<file path="config.mk">
export PLATFORM = sky130hd
export DESIGN_NAME = alu_arbiter
export DESIGN_NICKNAME = d
export VERILOG_FILES = /design/src/rtl/alu_arbiter.sv
export SDC_FILE = /design/constraint.sdc
export NUM_CORES = 1
export LEC_CHECK = 0
export CAP_MARGIN = 20
export CORE_ASPECT_RATIO = 0.9
export CORE_MARGIN = 2
export CORE_UTILIZATION = 30
export DETAILED_ROUTE_END_ITERATION = 8
export PLACE_DENSITY = 0.76
export SLEW_MARGIN = 20
export SYNTH_ARGS = -nofsm -noshare
export SYNTH_HDL_FRONTEND = slang
export SYNTH_SLANG_ARGS = --single-unit
</file>
<file path="constraint.sdc">
create_clock -name clk -period 2.45 [get_ports clk]
set_input_delay 0.245 -clock clk [delete_from_list [all_inputs] [get_ports clk]]
set_output_delay 0.245 -clock clk [all_outputs]
set_load 0.02 [all_outputs]
</file>
<file path="src/rtl/alu_arbiter.sv">
// alu_arbiter: round-robin front end that shares one ALU between NUM_REQ
// requesters. A request is accepted in IDLE, its operands are held for one
// EXEC cycle while the ALU evaluates, and the result is held in RESP until
// the consumer takes it.
// Optional build macro: ALU_ARB_STALL_CNT_EN adds a 16-bit saturating
// stall_count output.
module alu_arbiter #(
  parameter int NUM_REQ = 2,
  parameter int ID_W    = (NUM_REQ > 2) ? $clog2(NUM_REQ) : 1,
  localparam int BUS_W  = 32,
  localparam int OP_W   = 4
) (
  input  logic                           clk,
  input  logic                           reset,
  input  logic [NUM_REQ-1:0]             req_valid,
  output logic [NUM_REQ-1:0]             req_ready,
  input  logic [NUM_REQ-1:0][BUS_W-1:0]  req_a,
  input  logic [NUM_REQ-1:0][BUS_W-1:0]  req_b,
  input  logic [NUM_REQ-1:0][OP_W-1:0]   req_op,
  output logic [BUS_W-1:0]               alu_a,
  output logic [BUS_W-1:0]               alu_b,
  output logic [OP_W-1:0]                alu_sel,
  input  logic [BUS_W-1:0]               alu_s,
  output logic                           rsp_valid,
  input  logic                           rsp_ready,
  output logic [ID_W-1:0]                rsp_id,
  output logic [BUS_W-1:0]               rsp_data,
  output logic                           rsp_zero,
  output logic                           rsp_err
`ifdef ALU_ARB_STALL_CNT_EN
  ,
  output logic [15:0]                    stall_count
`endif
);

  // ALU operation encodings (alu_oper_type)
  localparam logic [OP_W-1:0] ALU_AND  = 4'b0000;
  localparam logic [OP_W-1:0] ALU_OR   = 4'b0001;
  localparam logic [OP_W-1:0] ALU_ADD  = 4'b0010;
  localparam logic [OP_W-1:0] ALU_SUB  = 4'b0110;
  localparam logic [OP_W-1:0] ALU_SLT  = 4'b0111;
  localparam logic [OP_W-1:0] ALU_SLTU = 4'b1000;
  localparam logic [OP_W-1:0] ALU_NOR  = 4'b1100;

  typedef enum logic [1:0] {
    ST_IDLE = 2'b00,
    ST_EXEC = 2'b01,
    ST_RESP = 2'b10
  } state_t;

  // True when op is one of the encodings the ALU actually implements.
  function automatic logic is_legal_op(input logic [OP_W-1:0] op);
    logic legal;
    case (op)
      ALU_AND, ALU_OR, ALU_ADD, ALU_SUB,
      ALU_SLT, ALU_SLTU, ALU_NOR: legal = 1'b1;
      default:                    legal = 1'b0;
    endcase
    return legal;
  endfunction

  state_t                state_q, state_d;
  logic [ID_W-1:0]       last_grant_q;
  logic [BUS_W-1:0]      op_a_q, op_b_q;
  logic [OP_W-1:0]       op_sel_q;
  logic [ID_W-1:0]       op_id_q;
  logic [BUS_W-1:0]      rsp_data_q;
  logic                  rsp_zero_q;
  logic                  rsp_err_q;
  logic [ID_W-1:0]       rsp_id_q;

  logic                  grant_found_s;
  logic [ID_W-1:0]       grant_idx_s;
  logic [ID_W:0]         cand_v;

  // Round-robin search: first valid index starting just after last_grant.
  always_comb begin
    grant_found_s = 1'b0;
    grant_idx_s   = '0;
    cand_v        = '0;
    for (int i = 1; i <= NUM_REQ; i++) begin
      cand_v = {1'b0, last_grant_q} + (ID_W+1)'(i);
      if (cand_v >= (ID_W+1)'(NUM_REQ)) begin
        cand_v = cand_v - (ID_W+1)'(NUM_REQ);
      end else begin
        cand_v = cand_v;
      end
      if (!grant_found_s && req_valid[cand_v[ID_W-1:0]]) begin
        grant_found_s = 1'b1;
        grant_idx_s   = cand_v[ID_W-1:0];
      end else begin
        grant_found_s = grant_found_s;
      end
    end
  end

  // State register.
  always_ff @(posedge clk) begin
    if (reset) begin
      state_q <= ST_IDLE;
    end else begin
      state_q <= state_d;
    end
  end

  // Next-state logic: IDLE -> EXEC on grant, EXEC -> RESP, RESP -> IDLE when consumed.
  always_comb begin
    state_d = state_q;
    case (state_q)
      ST_IDLE: begin
        if (grant_found_s) begin
          state_d = ST_EXEC;
        end else begin
          state_d = ST_IDLE;
        end
      end
      ST_EXEC: state_d = ST_RESP;
      ST_RESP: begin
        if (rsp_ready) begin
          state_d = ST_IDLE;
        end else begin
          state_d = ST_RESP;
        end
      end
      default: state_d = ST_IDLE;
    endcase
  end

  // Outputs decoded from state: one-hot grant only in IDLE, valid only in RESP.
  always_comb begin
    req_ready = '0;
    rsp_valid = 1'b0;
    case (state_q)
      ST_IDLE: begin
        if (grant_found_s) begin
          req_ready[grant_idx_s] = 1'b1;
        end else begin
          req_ready = '0;
        end
      end
      ST_EXEC: rsp_valid = 1'b0;
      ST_RESP: rsp_valid = 1'b1;
      default: rsp_valid = 1'b0;
    endcase
  end

  // Datapath: latch the granted operands, then capture the ALU result.
  always_ff @(posedge clk) begin
    if (reset) begin
      last_grant_q <= ID_W'(NUM_REQ - 1);
      op_a_q       <= '0;
      op_b_q       <= '0;
      op_sel_q     <= ALU_ADD;
      op_id_q      <= '0;
      rsp_data_q   <= '0;
      rsp_zero_q   <= 1'b0;
      rsp_err_q    <= 1'b0;
      rsp_id_q     <= '0;
    end else begin
      case (state_q)
        ST_IDLE: begin
          if (grant_found_s) begin
            op_a_q       <= req_a[grant_idx_s];
            op_b_q       <= req_b[grant_idx_s];
            op_sel_q     <= req_op[grant_idx_s];
            op_id_q      <= grant_idx_s;
            last_grant_q <= grant_idx_s;
          end
        end
        ST_EXEC: begin
          rsp_id_q <= op_id_q;
          if (is_legal_op(op_sel_q)) begin
            rsp_data_q <= alu_s;
            rsp_zero_q <= (alu_s == {BUS_W{1'b0}});
            rsp_err_q  <= 1'b0;
          end else begin
            rsp_data_q <= '0;
            rsp_zero_q <= 1'b1;
            rsp_err_q  <= 1'b1;
          end
        end
        ST_RESP: begin
          rsp_data_q <= rsp_data_q;
        end
        default: begin
          rsp_data_q <= rsp_data_q;
        end
      endcase
    end
  end

`ifdef ALU_ARB_STALL_CNT_EN
  logic [15:0] stall_cnt_q;

  // Saturating count of cycles where a response waits on the consumer.
  always_ff @(posedge clk) begin
    if (reset) begin
      stall_cnt_q <= 16'h0000;
    end else if (rsp_valid && !rsp_ready && (stall_cnt_q != 16'hFFFF)) begin
      stall_cnt_q <= stall_cnt_q + 16'h0001;
    end
  end

  assign stall_count = stall_cnt_q;
`endif

  // ALU inputs come straight from the latched operands, so they only move on a grant.
  assign alu_a    = op_a_q;
  assign alu_b    = op_b_q;
  assign alu_sel  = op_sel_q;
  assign rsp_data = rsp_data_q;
  assign rsp_zero = rsp_zero_q;
  assign rsp_err  = rsp_err_q;
  assign rsp_id   = rsp_id_q;

endmodule

</file>
==> flow_summary.json <==
{
  "cts_buffer_depth": 2,
  "start_util": 0.3108,
  "overflow": 0,
  "cts_inserted_buffers": 9,
  "nets": 851,
  "fin_crit_ns": 2.200,
  "powerDensity_mw_per_mm2": 662.6,
  "fp.dieH_um": 116.0,
  "grt_antenna_before_repair": 0,
  "ys_dominant_reg_cell": "dfxtp_1",
  "synth_cell_types": 29,
  "place.gp.congestion": 0.8265,
  "drt_iter0_markers": 327,
  "synth_common_cells": "dfxtp_1 (107), nor2_1 (105), a222oi_1 (36)",
  "drt-pass1-iter-count": 5,
  "pre_cts_ws_ns": 0.2629,
  "fillCellCount": 1109,
  "rows": 40,
  "fp.dieW_um": 128.5,
  "endpoint_kind": "output port",
  "worstPathMaxFanout": 3,
  "post_cts_resized": 0,
  "synth_fp_nets": 595,
  "cts_setup_buffers": 0,
  "worst_path_max_delay_cell": "clkdlybuf4s50_1",
  "ys_seq_area_frac": 0.5120,
  "drt_wl_total_um": 14850,
  "tns_ns": 0,
  "peakVddDrop_v": 0.0004475,
  "hold_slack_ns": 0.3748,
  "tightest_slew_ns": 0.5506,
  "synth_area_leaders": "dfxtp_1 (51%), nor2_1 (9.4%), a222oi_1 (8.6%), mux2i_1 (7.4%), a32oi_1 (6.7%)",
  "worst_slack_ns": 0.2498,
  "grt_max_degree": 63,
  "critPathTopFamily": "buffers and inverters",
  "path_clk_slew_ns": 0.07,
  "slew_headroom": 0.6329,
  "worstSetupStartpointType": "input port",
  "crit_chain": "clkdlybuf4s50_1 > a21boi_4 > nor4_4 > clkdlybuf4s50_1",
  "fin_skew_ns": 0.004399,
  "cts_tree": "done",
  "grt_pass1_wl_um": 22570,
  "grt_usage": 0.1917,
  "hold_viol_final": 0,
  "async_reset_ff_frac": 0,
  "ys_seq_elements": 107,
  "areaGrowthSynthToFinish_pct": 76.70,
  "yosysTopAreaCellShare": 0.5120,
  "rsz0062_at_grt": "no",
  "critical_path_class": "input port to output port",
  "post-dp-hpwl_um": 10970,
  "power.leakage_uw": 0.002685,
  "final-setup-viol-count": 0,
  "final_area_mm2": 0.007393,
  "io_buffers": 278,
  "hp-class": "input port to flop",
  "grt_pass1_vias": 4555,
  "cts_root_buffer": "clkbuf_16",
  "cp.arrival_ns": 1.96,
  "synth_edf_count": 0,
  "maxCapViolCount": 0,
  "cpPeakStageDelay_ns": 0.68,
  "vias": 4445,
  "antenna_cells": 0,
  "htreeDepth": 3,
  "postPlaceCellArea_mm2": 0.007103,
  "ys_warn_count": 0,
  "die_area_mm2": 0.01491,
  "postSynthAreaPerCell_um2": 9.915,
  "yosysMostFrequentCell": "dfxtp_1",
  "io_pins": 279,
  "coreArea_mm2": 0.01346,
  "status": "finished clean",
  "cpMostUsedCell": "clkdlybuf4s50_1",
  "critical_path_required_ns": 2.20,
  "drc": 0,
  "viasPerCell": 5.229,
  "holdBufCountCts": 0,
  "synth_cells": 422,
  "maxSlewViolCount": 0,
  "yosysTopAreaCell": "dfxtp_1",
  "period_share": 0.8980,
  "wl_per_cell_um": 17.47,
  "max_freq_ghz": 0.4545,
  "synth_area_mm2": 0.004184,
  "cts_sinks": 107,
  "drive_above_1_share": 0.04985,
  "power_uw": 4899,
  "crit_buf_inv": 2,
  "clkLatencyLatePin_ns": 0.34,
  "antenna_violating_nets_post_route": 0
}
## registers in the layout (all words and copies together) (netlist names)
| register | flops |
|---|---|
| rsp_zero | 1 |
| alu_b | 32 |
| alu_a | 32 |
| last_grant_q | 1 |
| rsp_err | 1 |
| state_q | 2 |
| rsp_id | 1 |
| rsp_data | 32 |
| op_id_q | 1 |
| alu_sel | 4 |
## cell families (layout without fill, tap and decap cells)
group / Yosys count / count (layout) / share of synthesized area
compound gates: 111 / 111 / 0.2342
buf+inv: 45 / 305 / 0.04994
flops: 107 / 107 / 0.5120
mux: 31 / 31 / 0.07416
simple gates: 128 / 128 / 0.1298
## through the flow
step,utilization,cells
final,0.5492,850
after CTS,0.5492,850
after detailed placement,0.5276,835
after floorplan,-,422
after global routing,0.5492,850
after global placement,0.5276,835
## path summary, 6_finish.rpt
path | from | endpoint | slack (ns) | depth (start not counted)
setup / recovery | req_valid[0] | req_ready[0] | 0.25 | 4
hold / removal | reset | state_q[0] | 0.37 | 2
setup reg to reg | state_q[0] | alu_a[23] | 0.78 | 5
hold reg to reg | op_id_q | rsp_id | 0.48 | 2
## area by class of cell
class	count	area, µm²	area share
inverters	1	3.754	0.0005077
repair buffers	289	2888	0.3906
clock inverters	6	65.06	0.008800
clock buffers	9	225.2	0.03046
multi-input cells	270	1859	0.2515
well taps	168	210.2	0.02843
flip-flops and latches	107	2142	0.2897
## layer usage
metal / routed length, µm / track usage
met4: 332 / 0.06667
met1: 5560 / 0.2020
met5: 0 / 0
met3: 1444 / 0.06925
met2: 7515 / 0.3543
## cells in the final DEF, fill, tap and decap left out, types with 2 or more instances in the layout
cell and instances:
a211oi_1 32, a21oi_1 4, a222oi_1 36, a32oi_1 32, buf_12 2, buf_4 10
clkbuf_16 9, clkdlybuf4s50_1 277, clkinv_2 2, dfxtp_1 107, inv_6 2, mux2i_1 31
nand2_1 3, nand2b_1 2, nand4_1 2, nor2_1 105, nor2b_1 3, nor4_1 8
## where the power goes
part / internal [µW] / total, µW / switching, µW
Combinational: 750 / 1440 / 692
Clock: 791 / 1440 / 647
Sequential: 1910 / 2020 / 107
Total: 3450 / 4900 / 1450
Note: power is estimated with default switching activity, not from simulation.
==> variant (same flow settings) <==
The option `ALU_ARB_STALL_CNT_EN` is turned on by a define.
--- a/src/rtl/alu_arbiter.sv
+++ b/src/rtl/alu_arbiter.sv
@@ -6,2 +6,4 @@
 // stall_count output.
+`define ALU_ARB_STALL_CNT_EN
+
 module alu_arbiter #(
Formal check against the unedited RTL (old outputs only; new: stall_count): equivalent (equiv_simple and equiv_induct, registers matched by name and starting in step).
==> variant against the original RTL <==
Setup slack got worse by 43 ps. Synthesized area grew 19%. First-iteration DRC count increased by 25%. Largest power group is now the clock network. Power is 33% higher. Design area grew 19%. Sequential cell count rose by 16. Critical path type is now register to output port. Routed wire length is 18% higher. Combinational power hardly changed.
==> variant: results <==
export IMPL_outcome="finished, final reports clean"
export IMPL_p_sw_mw=1.70
export IMPL_grt_pass1_wl_um=28000
export IMPL_htreeDepth=4
export IMPL_clkSlewWorstSetupHoldPaths_ps=60
export IMPL_final_cells=1014
export IMPL_dpl_hpwl_um=12400
export IMPL_grt_max_degree=62
export IMPL_worstHoldStart="reset"
export IMPL_port_buffers=294
export IMPL_via_per_inst=5.18
export IMPL_r2r_cells=6
export IMPL_nets=968
export IMPL_post_cts_buffers=0
export IMPL_cts_resized_gates=0
export IMPL_power_frac_comb_pct=22.1
export IMPL_ys_seq_area_share_pct=49.5
export IMPL_synth_fp_nets=689
export IMPL_cpMaxStageDelayCell="clkdlybuf4s50_1"
export IMPL_whs_endpoint="stall_count[0]$_SDFFE_PP0P_"
export IMPL_reg2reg_to="stall_count[1]$_SDFFE_PP0P_"
export IMPL_final_layout_size_suffix_gt1_share_pct=7.43
export IMPL_cts_path_max_buffers=2
export IMPL_arrival_ps=2000
export IMPL_async_reset_ff_share_pct=0
export IMPL_rrSetupSlack_ps=620
export IMPL_syn_area_per_cell_um2=9.65
export IMPL_insertion_delay_ps=410
export IMPL_grt_util_all_layers_pct=19.9
export IMPL_dr_pass1_iters=8
export IMPL_min_path_type="input port to register"
export IMPL_vdd_drop_max_v=0.000559
export IMPL_synth_flop_cell="dfxtp_1"
export IMPL_synth_cells_most_frequent="dfxtp_1 (123), nor2_1 (108), a222oi_1 (36)"
export IMPL_pre_cts_slack_ps=409
export IMPL_p_leak_nw=3.17
export IMPL_hold_ws_ps=231
export IMPL_ys_types=44
export IMPL_path_max_fanout=6
export IMPL_first_iter_violations=408
export IMPL_cts_buffers_inserted=17
export IMPL_rr_startpoint="stall_count[0]$_SDFFE_PP0P_"
export IMPL_place_congestion=0.773
export IMPL_clock_net_power_mw=2.80
export IMPL_critPathMaxStageDelay_ps=640
export IMPL_numPlacedInstances=982
export IMPL_grt_ovfl_total=0
export IMPL_path_delay_family="buffers and inverters"
export IMPL_root_buffer="clkbuf_16"
export IMPL_place_area_mm2=0.00811
export IMPL_wl_per_cell_um=17.2
export IMPL_finalClockSkew_ps=8.51
export IMPL_grt_pass1_vias=5366
export IMPL_min_path_cells=2
export IMPL_synth_area_leaders="dfxtp_1 (50%), nor2_1 (8.2%), a222oi_1 (7.3%)"
export IMPL_antennaDiodeCount=0
export IMPL_slew_headroom_pct=62.4
export IMPL_sw_frac_of_total_pct=26.2
-- variant: changes by cell type after synthesis, moves of 7 or more --
| cell | delta |
|---|---|
| clkbuf_1 | +8 |
| or3_1 | +8 |
| nand2_1 | +7 |
| a21oi_1 | +9 |
| o21ai_1 | +7 |
| dfxtp_1 | +16 |
-- variant: final cells by class --
class | instances | area (um2)
fillers | 1423 | 7410
well taps | 207 | 259
clock inverters | 10 | 188
inverters | 2 | 7.51
multi-input cells | 341 | 2310
clock buffers | 22 | 474
repair buffers | 309 | 3080
flip-flops and latches | 123 | 2460
-- variant: worst max-delay path by stage --
| stage | end | slack, ps | from | cells after the start |
|---|---|---|---|---|
| after floorplan | stall_count[1]$_SDFFE_PP0P_ | 500 | stall_count[0]$_SDFFE_PP0P_ | 7 |
| after global placement | req_ready[1] | 430 | req_valid[1] | 4 |
| after detailed placement | alu_b[29]$_SDFFE_PP0P_ | 410 | req_valid[1] | 5 |
| after CTS | req_ready[0] | 180 | state_q[0]$_SDFF_PP0_ | 3 |
| after global routing | req_ready[0] | 90 | state_q[0]$_SDFF_PP0_ | 3 |
| final | req_ready[0] | 210 | state_q[0]$_SDFF_PP0_ | 3 |
-- variant: layer usage --
metal  part of all wire, %  wire [um]  vias up  track usage, %
met5                     0          0        -               0
met4                   2.3        393        0            7.65
met3                   8.3       1450       32            7.57
met2                    49       8500      207            32.4
met1                    41       7120     2471            24.0
li1                      -          -     2545               -
-- variant: cells by family (layout without fill, tap and decap cells) --
family	count (synthesis)	count (layout)	share of synthesized area, %
DFF	123	123	49.5
AOI/OAI and AO/OA	139	139	23.0
adders and majority gates	1	1	0.252
xor gates and xnor gates	1	1	0.176
and+or+nand+nor	168	168	15.8
muxes	32	32	6.45
buffers and inverters	51	343	4.76
